File: config.mk
export PLATFORM = sky130hd
export DESIGN_NAME = axi_lite_arbiter
export DESIGN_NICKNAME = d
export VERILOG_FILES = /design/src/rtl/axi_lite_pkg.sv /design/src/rtl/rr_arb2.sv /design/src/rtl/axi_lite_arbiter.sv
export SDC_FILE = /design/constraint.sdc
export NUM_CORES = 1
export LEC_CHECK = 0
export BUFFER_PORTS_ARGS = -buffer_cell sky130_fd_sc_hd__buf_2
export CORE_AREA = 2 2 172 174
export DETAILED_ROUTE_END_ITERATION = 8
export DIE_AREA = 0 0 174 176
export PLACE_DENSITY = 0.38
export SETUP_SLACK_MARGIN = 0.15
export SYNTH_ARGS = -nofsm -noshare
export SYNTH_HDL_FRONTEND = slang
export SYNTH_SLANG_ARGS = --single-unit
File: constraint.sdc
create_clock -name clk -period 1.9 [get_ports clk]
set_input_delay 0.19 -clock clk [delete_from_list [all_inputs] [get_ports clk]]
set_output_delay 0.19 -clock clk [all_outputs]
set_load 0.02 [all_outputs]
File: src/rtl/axi_lite_pkg.sv
// Shared constants for the two-master AXI4-Lite arbiter.
// State encoding plus AXI response codes.
package axi_lite_pkg;

  localparam logic [2:0] IDLE  = 3'd0;
  localparam logic [2:0] WRITE = 3'd1;
  localparam logic [2:0] WRESP = 3'd2;
  localparam logic [2:0] READ  = 3'd3;
  localparam logic [2:0] RDATA = 3'd4;

  localparam logic [1:0] RESP_OKAY   = 2'b00;
  localparam logic [1:0] RESP_SLVERR = 2'b10;
  localparam logic [1:0] RESP_DECERR = 2'b11;

endpackage

File: src/rtl/rr_arb2.sv
// Two-way round-robin pick; the last-grant register lives in the parent.
// On a tie the master that was not served last wins.
module rr_arb2 (
  input  logic [1:0] req_i,
  input  logic       last_grant_i,
  output logic [1:0] pick_o
);

  always_comb begin
    pick_o = req_i;
    if (&req_i) begin
      pick_o = last_grant_i ? 2'b01 : 2'b10;
    end
  end

endmodule

File: src/rtl/axi_lite_arbiter.sv
// Two-master to one-slave AXI4-Lite arbiter, one transaction in flight.
// Round-robin grant held for a whole read or write transaction.
module axi_lite_arbiter
  import axi_lite_pkg::*;
#(
  parameter int ADDR_W = 32,
  parameter int DATA_W = 32
) (
  input  logic                clk,
  input  logic                reset,
  input  logic [ADDR_W-1:0]   m0_awaddr,
  input  logic                m0_awvalid,
  output logic                m0_awready,
  input  logic [DATA_W-1:0]   m0_wdata,
  input  logic [DATA_W/8-1:0] m0_wstrb,
  input  logic                m0_wvalid,
  output logic                m0_wready,
  output logic [1:0]          m0_bresp,
  output logic                m0_bvalid,
  input  logic                m0_bready,
  input  logic [ADDR_W-1:0]   m0_araddr,
  input  logic                m0_arvalid,
  output logic                m0_arready,
  output logic [DATA_W-1:0]   m0_rdata,
  output logic [1:0]          m0_rresp,
  output logic                m0_rvalid,
  input  logic                m0_rready,
  input  logic [ADDR_W-1:0]   m1_awaddr,
  input  logic                m1_awvalid,
  output logic                m1_awready,
  input  logic [DATA_W-1:0]   m1_wdata,
  input  logic [DATA_W/8-1:0] m1_wstrb,
  input  logic                m1_wvalid,
  output logic                m1_wready,
  output logic [1:0]          m1_bresp,
  output logic                m1_bvalid,
  input  logic                m1_bready,
  input  logic [ADDR_W-1:0]   m1_araddr,
  input  logic                m1_arvalid,
  output logic                m1_arready,
  output logic [DATA_W-1:0]   m1_rdata,
  output logic [1:0]          m1_rresp,
  output logic                m1_rvalid,
  input  logic                m1_rready,
  output logic [ADDR_W-1:0]   s_awaddr,
  output logic                s_awvalid,
  input  logic                s_awready,
  output logic [DATA_W-1:0]   s_wdata,
  output logic [DATA_W/8-1:0] s_wstrb,
  output logic                s_wvalid,
  input  logic                s_wready,
  input  logic [1:0]          s_bresp,
  input  logic                s_bvalid,
  output logic                s_bready,
  output logic [ADDR_W-1:0]   s_araddr,
  output logic                s_arvalid,
  input  logic                s_arready,
  input  logic [DATA_W-1:0]   s_rdata,
  input  logic [1:0]          s_rresp,
  input  logic                s_rvalid,
  output logic                s_rready,
  output logic [1:0]          grant,
  output logic                busy
);

  localparam int STRB_W = DATA_W / 8;

  logic [2:0] state_q, state_d;
  logic [1:0] grant_q, grant_d;
  logic       last_q, last_d;
  logic       aw_done_q, aw_done_d;
  logic       w_done_q, w_done_d;

  logic [ADDR_W-1:0] m_awaddr [2];
  logic [ADDR_W-1:0] m_araddr [2];
  logic [DATA_W-1:0] m_wdata  [2];
  logic [STRB_W-1:0] m_wstrb  [2];
  logic [1:0]        m_awvalid, m_wvalid, m_arvalid;
  logic [1:0]        m_bready, m_rready;

  logic [1:0]        m_awready, m_wready, m_arready;
  logic [1:0]        m_bvalid, m_rvalid;
  logic [1:0]        m_bresp [2];
  logic [1:0]        m_rresp [2];
  logic [DATA_W-1:0] m_rdata [2];

  logic [1:0] req, pick;
  logic       sel;
  logic       aw_hs, w_hs;

  assign m_awaddr[0] = m0_awaddr;
  assign m_awaddr[1] = m1_awaddr;
  assign m_araddr[0] = m0_araddr;
  assign m_araddr[1] = m1_araddr;
  assign m_wdata[0]  = m0_wdata;
  assign m_wdata[1]  = m1_wdata;
  assign m_wstrb[0]  = m0_wstrb;
  assign m_wstrb[1]  = m1_wstrb;
  assign m_awvalid   = {m1_awvalid, m0_awvalid};
  assign m_wvalid    = {m1_wvalid, m0_wvalid};
  assign m_arvalid   = {m1_arvalid, m0_arvalid};
  assign m_bready    = {m1_bready, m0_bready};
  assign m_rready    = {m1_rready, m0_rready};

  assign m0_awready = m_awready[0];
  assign m1_awready = m_awready[1];
  assign m0_wready  = m_wready[0];
  assign m1_wready  = m_wready[1];
  assign m0_arready = m_arready[0];
  assign m1_arready = m_arready[1];
  assign m0_bvalid  = m_bvalid[0];
  assign m1_bvalid  = m_bvalid[1];
  assign m0_rvalid  = m_rvalid[0];
  assign m1_rvalid  = m_rvalid[1];
  assign m0_bresp   = m_bresp[0];
  assign m1_bresp   = m_bresp[1];
  assign m0_rresp   = m_rresp[0];
  assign m1_rresp   = m_rresp[1];
  assign m0_rdata   = m_rdata[0];
  assign m1_rdata   = m_rdata[1];

  assign req   = m_awvalid | m_arvalid;
  assign sel   = grant_q[1];
  assign grant = grant_q;
  assign busy  = (state_q != IDLE);

  rr_arb2 u_rr (
    .req_i        (req),
    .last_grant_i (last_q),
    .pick_o       (pick)
  );

  // Routing: only the granted master and the active channel see anything.
  always_comb begin
    s_awaddr   = '0;
    s_awvalid  = 1'b0;
    s_wdata    = '0;
    s_wstrb    = '0;
    s_wvalid   = 1'b0;
    s_bready   = 1'b0;
    s_araddr   = '0;
    s_arvalid  = 1'b0;
    s_rready   = 1'b0;
    m_awready  = '0;
    m_wready   = '0;
    m_arready  = '0;
    m_bvalid   = '0;
    m_rvalid   = '0;
    m_bresp[0] = RESP_OKAY;
    m_bresp[1] = RESP_OKAY;
    m_rresp[0] = RESP_OKAY;
    m_rresp[1] = RESP_OKAY;
    m_rdata[0] = '0;
    m_rdata[1] = '0;
    unique case (state_q)
      WRITE: begin
        s_awaddr       = m_awaddr[sel];
        s_awvalid      = m_awvalid[sel] & ~aw_done_q;
        m_awready[sel] = s_awready & ~aw_done_q;
        s_wdata        = m_wdata[sel];
        s_wstrb        = m_wstrb[sel];
        s_wvalid       = m_wvalid[sel] & ~w_done_q;
        m_wready[sel]  = s_wready & ~w_done_q;
      end
      WRESP: begin
        s_bready      = m_bready[sel];
        m_bvalid[sel] = s_bvalid;
        m_bresp[sel]  = s_bresp;
      end
      READ: begin
        s_araddr       = m_araddr[sel];
        s_arvalid      = m_arvalid[sel];
        m_arready[sel] = s_arready;
      end
      RDATA: begin
        s_rready      = m_rready[sel];
        m_rvalid[sel] = s_rvalid;
        m_rresp[sel]  = s_rresp;
        m_rdata[sel]  = s_rdata;
      end
      default: ;
    endcase
  end

  assign aw_hs = s_awvalid & s_awready;
  assign w_hs  = s_wvalid & s_wready;

  always_comb begin
    state_d   = state_q;
    grant_d   = grant_q;
    last_d    = last_q;
    aw_done_d = aw_done_q;
    w_done_d  = w_done_q;
    unique case (state_q)
      IDLE: begin
        if (|pick) begin
          grant_d = pick;
          state_d = m_awvalid[pick[1]] ? WRITE : READ;
        end
      end
      WRITE: begin
        if ((aw_done_q | aw_hs) && (w_done_q | w_hs)) begin
          state_d   = WRESP;
          aw_done_d = 1'b0;
          w_done_d  = 1'b0;
        end else begin
          aw_done_d = aw_done_q | aw_hs;
          w_done_d  = w_done_q | w_hs;
        end
      end
      WRESP: begin
        if (s_bvalid && m_bready[sel]) begin
          state_d = IDLE;
          last_d  = sel;
          grant_d = '0;
        end
      end
      READ: begin
        if (s_arvalid && s_arready) begin
          state_d = RDATA;
        end
      end
      RDATA: begin
        if (s_rvalid && m_rready[sel]) begin
          state_d = IDLE;
          last_d  = sel;
          grant_d = '0;
        end
      end
      default: begin
        state_d = IDLE;
        grant_d = '0;
      end
    endcase
  end

  always_ff @(posedge clk or posedge reset) begin
    if (reset) begin
      state_q   <= IDLE;
      grant_q   <= '0;
      last_q    <= 1'b1;
      aw_done_q <= 1'b0;
      w_done_q  <= 1'b0;
    end else begin
      state_q   <= state_d;
      grant_q   <= grant_d;
      last_q    <= last_d;
      aw_done_q <= aw_done_d;
      w_done_q  <= w_done_d;
    end
  end

endmodule

**Word level (Yosys, flattened, before mapping)**

Index checks and enable logic that the tools add are counted.

- Register bits after elaboration: 8
- Bits in latches: 0
- RAM bits: 0
- Memory bits (read-only): 0
- Output and inout bits: 190
- Logic and storage cells: 120
- Memories kept: 0

- Add/subtract/negate cells: 0
- $mul: 0
- Div/mod/pow operators: 0
- Magnitude comparators: 5
- Equal/unequal tests: 9
- Shifts and indexed selects: 0
- Multiplexer cells: 65
- Bitwise operators: 21
- Reductions and logical operators: 15

Operators with widths:

| cell | count |
|---|---|
| $mux 32 | 13 |
| $and 64x64->64 | 1 |
| $mux 64 | 1 |
| $demux 32 s1 | 1 |
| $mux 2 | 12 |
| $mux 4 | 6 |
| $mux 1 | 22 |
| $mux 3 | 5 |
| $pmux 3 s5 | 1 |
| $and 2x2->2 | 5 |
| $ne 2x2->1 const B | 5 |
| $and 4x4->4 | 2 |
| $pmux 2 s4 | 1 |
| $and 1x1->1 | 6 |
| $eq 3x2->1 const B | 2 |
| $logic_and 1x1->1 | 6 |
| $reduce_and 5->1 | 1 |
| $lt 1x2->1 const B | 2 |
| $reduce_and 4->1 | 1 |
| $reduce_or 2->1 | 2 |
| $eq 3x1->1 const B | 1 |
| $eq 3x3->1 const B | 1 |
| $logic_not 3->1 | 1 |
| $not 1->1 | 3 |
| 13 further kinds | 14 |

**Logic depth before layout (Yosys ltp)**

- Word-level depth: 9
- Gate-level depth with buffers: 6
- Gate-level depth less buffers: 4

**Cells and area by module**

Synthesis repeated with hierarchy kept, for this count alone.

- Cells, all modules: 399
- Area, all modules: 2,713.9 µm²

By module, submodules not included:

| module | times used | cells each | area each (µm²) |
|---|---|---|---|
| axi_lite_arbiter | 1 | 396 | 2,695.1 |
| rr_arb2 | 1 | 3 | 18.8 |

**Worst setup path before layout**

Ideal clock, no wire load.

- Path type: flip-flop to output port
- Start point: register state_q[0]
- End point: output port m0_awready
- Arrival time: 1,643 ps
- Slack: 67 ps
- Stages on the path, launching flop included: 6
- Buffers on the path: 2
- Cells stage by stage: dfrtp_1 > nor2b_1 > clkbuf_2 > nand2_1 > buf_2 > nor4_1

- Cells in the longest elaborated chain, start to end: 2

RTL lines:

| what | line | source |
|---|---|---|
| start: declaration | axi_lite_arbiter.sv:68 | `logic [2:0] state_q, state_d;` |
| start signal: assignment | axi_lite_arbiter.sv:245 | `state_q <= state_d;` |
| $eq 3x1->1 | axi_lite_arbiter.sv:155 | `unique case (state_q)` |
| $mux 2 | axi_lite_arbiter.sv:155 |  |
| end: declaration | axi_lite_arbiter.sv:13 | `output logic m0_awready,` |

No other way between the ends.

**Worst setup path after layout**

- Start point: register state_q[2]
- End point: output port m1_rdata[27]

- Cells in the longest elaborated chain, start to end: 2

RTL lines:

| what | line | source |
|---|---|---|
| $eq 3x3->1 | axi_lite_arbiter.sv:155 |  |
| $mux 64 | axi_lite_arbiter.sv:155 |  |
| end: declaration | axi_lite_arbiter.sv:41 | `output logic [DATA_W-1:0] m1_rdata,` |

No other way between the ends.

==> impl_metrics.ini <==
[status]
outcome = complete, but fails checks
violations = setup timing

[timing]
finClkSkew_ps = 4.332
rsz0062_at_grt = yes
hold_violations = 0
setup_ws_ps = -73.17
clock.fmax_mhz = 506.8
fin_crit_ps = 1973
finalCritPeriodShare_pct = 103.9
setup_viol = 70
finalSetupTns_ps = -2798
worst-slew-pin-transition_ps = 424.0
drv_slew = 0
relSlewSlack_pct = 70.92

[yosys]
synthCells = 392
netlist_area_um2 = 2683
yosysUniqueCellTypes = 36
ys_seq_elements = 8
synth_area_per_cell_um2 = 6.843
yosysWarnings = 0
seq_area_frac_synth_pct = 7.509
syn_nets = 645

[placement]
dp_hpwl_um = 15400
place_area_um2 = 5498
finalWeightedCongestion = 0.7417
io_buffers = 442

[clock_network]
clock-sinks = 8
tritoncts = yes
clk_latency_ps = 230
h-tree-depth = 1
clkTransAtPathRegs_ps = 40
root_buffer = clkbuf_16
cts_made_buffers = 3
clock_path_buffers = 2

[worst_setup_path]
reg2reg_to = state_q[1]
r2r-start = grant[1]
cp_max_fo = 8
required_ps = 1710
rr_worst_depth = 6
critPathKind = reg -> out
worstPathArrival_ps = 1780
reg2reg_slack_ps = 130
startpoint_type = flop
endpoint_kind = output port

[min_path]
holdPathEnd = state_q[2]
min_from = s_arready
hp-class = in -> reg
hold_path_depth = 3

[grt]
grt.total_usage_pct = 11.66
grt_max_degree = 35
grt_pass1_wl_um = 27700
grt_pass1_vias = 4662
grt.overflow.total = 0
antenna_found_initial = 3

[power]
ir_drop_mv = 0.4523
p_int_w = 0.004832
seqPwrFrac_pct = 3.7
p_switching_w = 0.004721
power_w = 0.009552
p_comb_share_pct = 92.5
power.share.switching_pct = 49.42
p_leak_nw = 3.943
p_clk_share_pct = 3.8
p_per_area_nw_per_um2 = 1202

[layout]
finalInstanceArea_um2 = 7944
fillCellCount = 3067
fin_nets = 1121
area_delta_synth_final_pct = 196.1
mostFrequentLayoutCells = buf_2, buf_6, mux2i_1, buf_4, and2_4
drive_gt1_share_pct = 78.43
final_common_cell = buf_2

[floorplanning]
rows = 62
io_pins = 443
die_h_um = 176
core_area_um2 = 28550
die_area_um2 = 30620
start_util_pct = 9.397
die_x_um = 174

[detailed_routing]
ant_nets = 0
wirelength_um = 21720
dr.pass1.iters = 4
via_per_inst = 3.776
route.vias.total = 4727
initialDrtViolationCount = 143
drc_errors = 0
wire_per_inst_um = 17.35

[flow_run]
cap_viol_max_count = 0
## worst max-delay path: stages (launching register included)
cell and delay (ps):
dfrtp_1 410, or3b_4 450, nor2_4 140, buf_12 130, buf_8 130, and2_1 140
buf_4 140
## cells by family after synthesis
logic type,synth area share [%]
mux,39.69
buf+inv,7.182
simple gates,39.13
flops,7.510
compound gates,6.484
## cell type report
cell class	count	area, um^2	share of cell area (%)
multi-input combinational	342	3019	38.01
clock buffer	4	78.83	0.9923
inverter	9	41.29	0.5198
sequential	8	205.2	2.583
antenna	1	2.502	0.03150
timing repair buffer	504	4116	51.82
tap	384	480.5	6.048
## state kept, by name, summed over array words and instances, names as in the netlist
name	cells
aw_done_q	1
grant	2
last_q	1
state_q	3
w_done_q	1
## cells in the mapped netlist (all sizes together)
cell type  number  area, um^2
a2111oi         1       10.01
a211oi          1       7.510
a21boi          1       7.510
a22oi           1       7.510
a31oi           1       6.260
a32oi           1       8.760
and2           70       437.9
and3            9       56.30
buf            17       90.08
clkbuf         16       68.81
dfrtp           7       175.2
dfstp           1       26.28
inv             9       33.78
mux2            3       33.78
mux2i         103        1031
nand2           4       15.01
nand2b          2       12.51
nand3           3       15.01
nand3b          1       7.510
nor2          107       409.1
nor2b           2       12.51
nor3            8       40.04
nor4            4       25.02
o211ai          4       30.03
o21a            3       22.52
o21ai           6       30.03
o221a           1       11.26
o221ai          1       8.760
o22a            2       17.52
o22ai           1       6.260
or3b            1       11.26
or4             1       7.510
## metal layers
metal	wire length, um	global-route usage [%]	vias up
li1	-	-	2279
met1	7859	12.83	2156
met2	12090	23.89	276
met3	1549	1.916	14
met4	210	1.120	2
met5	9	0	-
## how the worst max path moves through the flow
stage | from | end | slack, ps | cells past startpoint
after floorplan | state_q[0] | m0_awready | 70 | 5
after global placement | grant[1] | m1_rdata[11] | 130 | 6
after detailed placement | grant[1] | m1_rdata[11] | 130 | 6
after CTS | state_q[2] | m1_rdata[11] | -40 | 5
after global routing | state_q[2] | m1_rdata[27] | -110 | 6
final | state_q[2] | m1_rdata[27] | -70 | 6
## metrics by stage
stage / instances / utilization, % / setup WS (ps) / hold WS (ps)
final: 1252 / 27.83 / -73.17 / 325.1
after global routing: 1251 / 27.82 / -110.8 / 332.9
after CTS: 1236 / 23.90 / -36.69 / 317.7
after detailed placement: 1209 / 19.26 / 125.5 / 175.4
after global placement: 1209 / 19.26 / 126.3 / 171.4
after floorplan: 392 / - / 66.98 / 4.942
## power groups by stage
stage / logic, W / clock network, W / registers (W)
3_3_place_gp: 0.00553 / 0 / 0.000375
6_report: 0.00883 / 0.000363 / 0.000355
2_1_floorplan: 0.00345 / 0 / 0.000325
3_5_place_dp: 0.00554 / 0 / 0.000376
5_1_grt: 0.00936 / 0.000381 / 0.000366
4_1_cts: 0.00780 / 0.000374 / 0.000354
## timing repair
item                                    CTS  global route
pin swaps                                13            45
endpoints found under the setup margin  177           190
buffers inserted                         11             7
hold endpoints to repair                  7             0
gates cloned                             11             8
gates resized for setup                 259           268
hold buffers                              1             0
(Power assumes the default switching activity.)
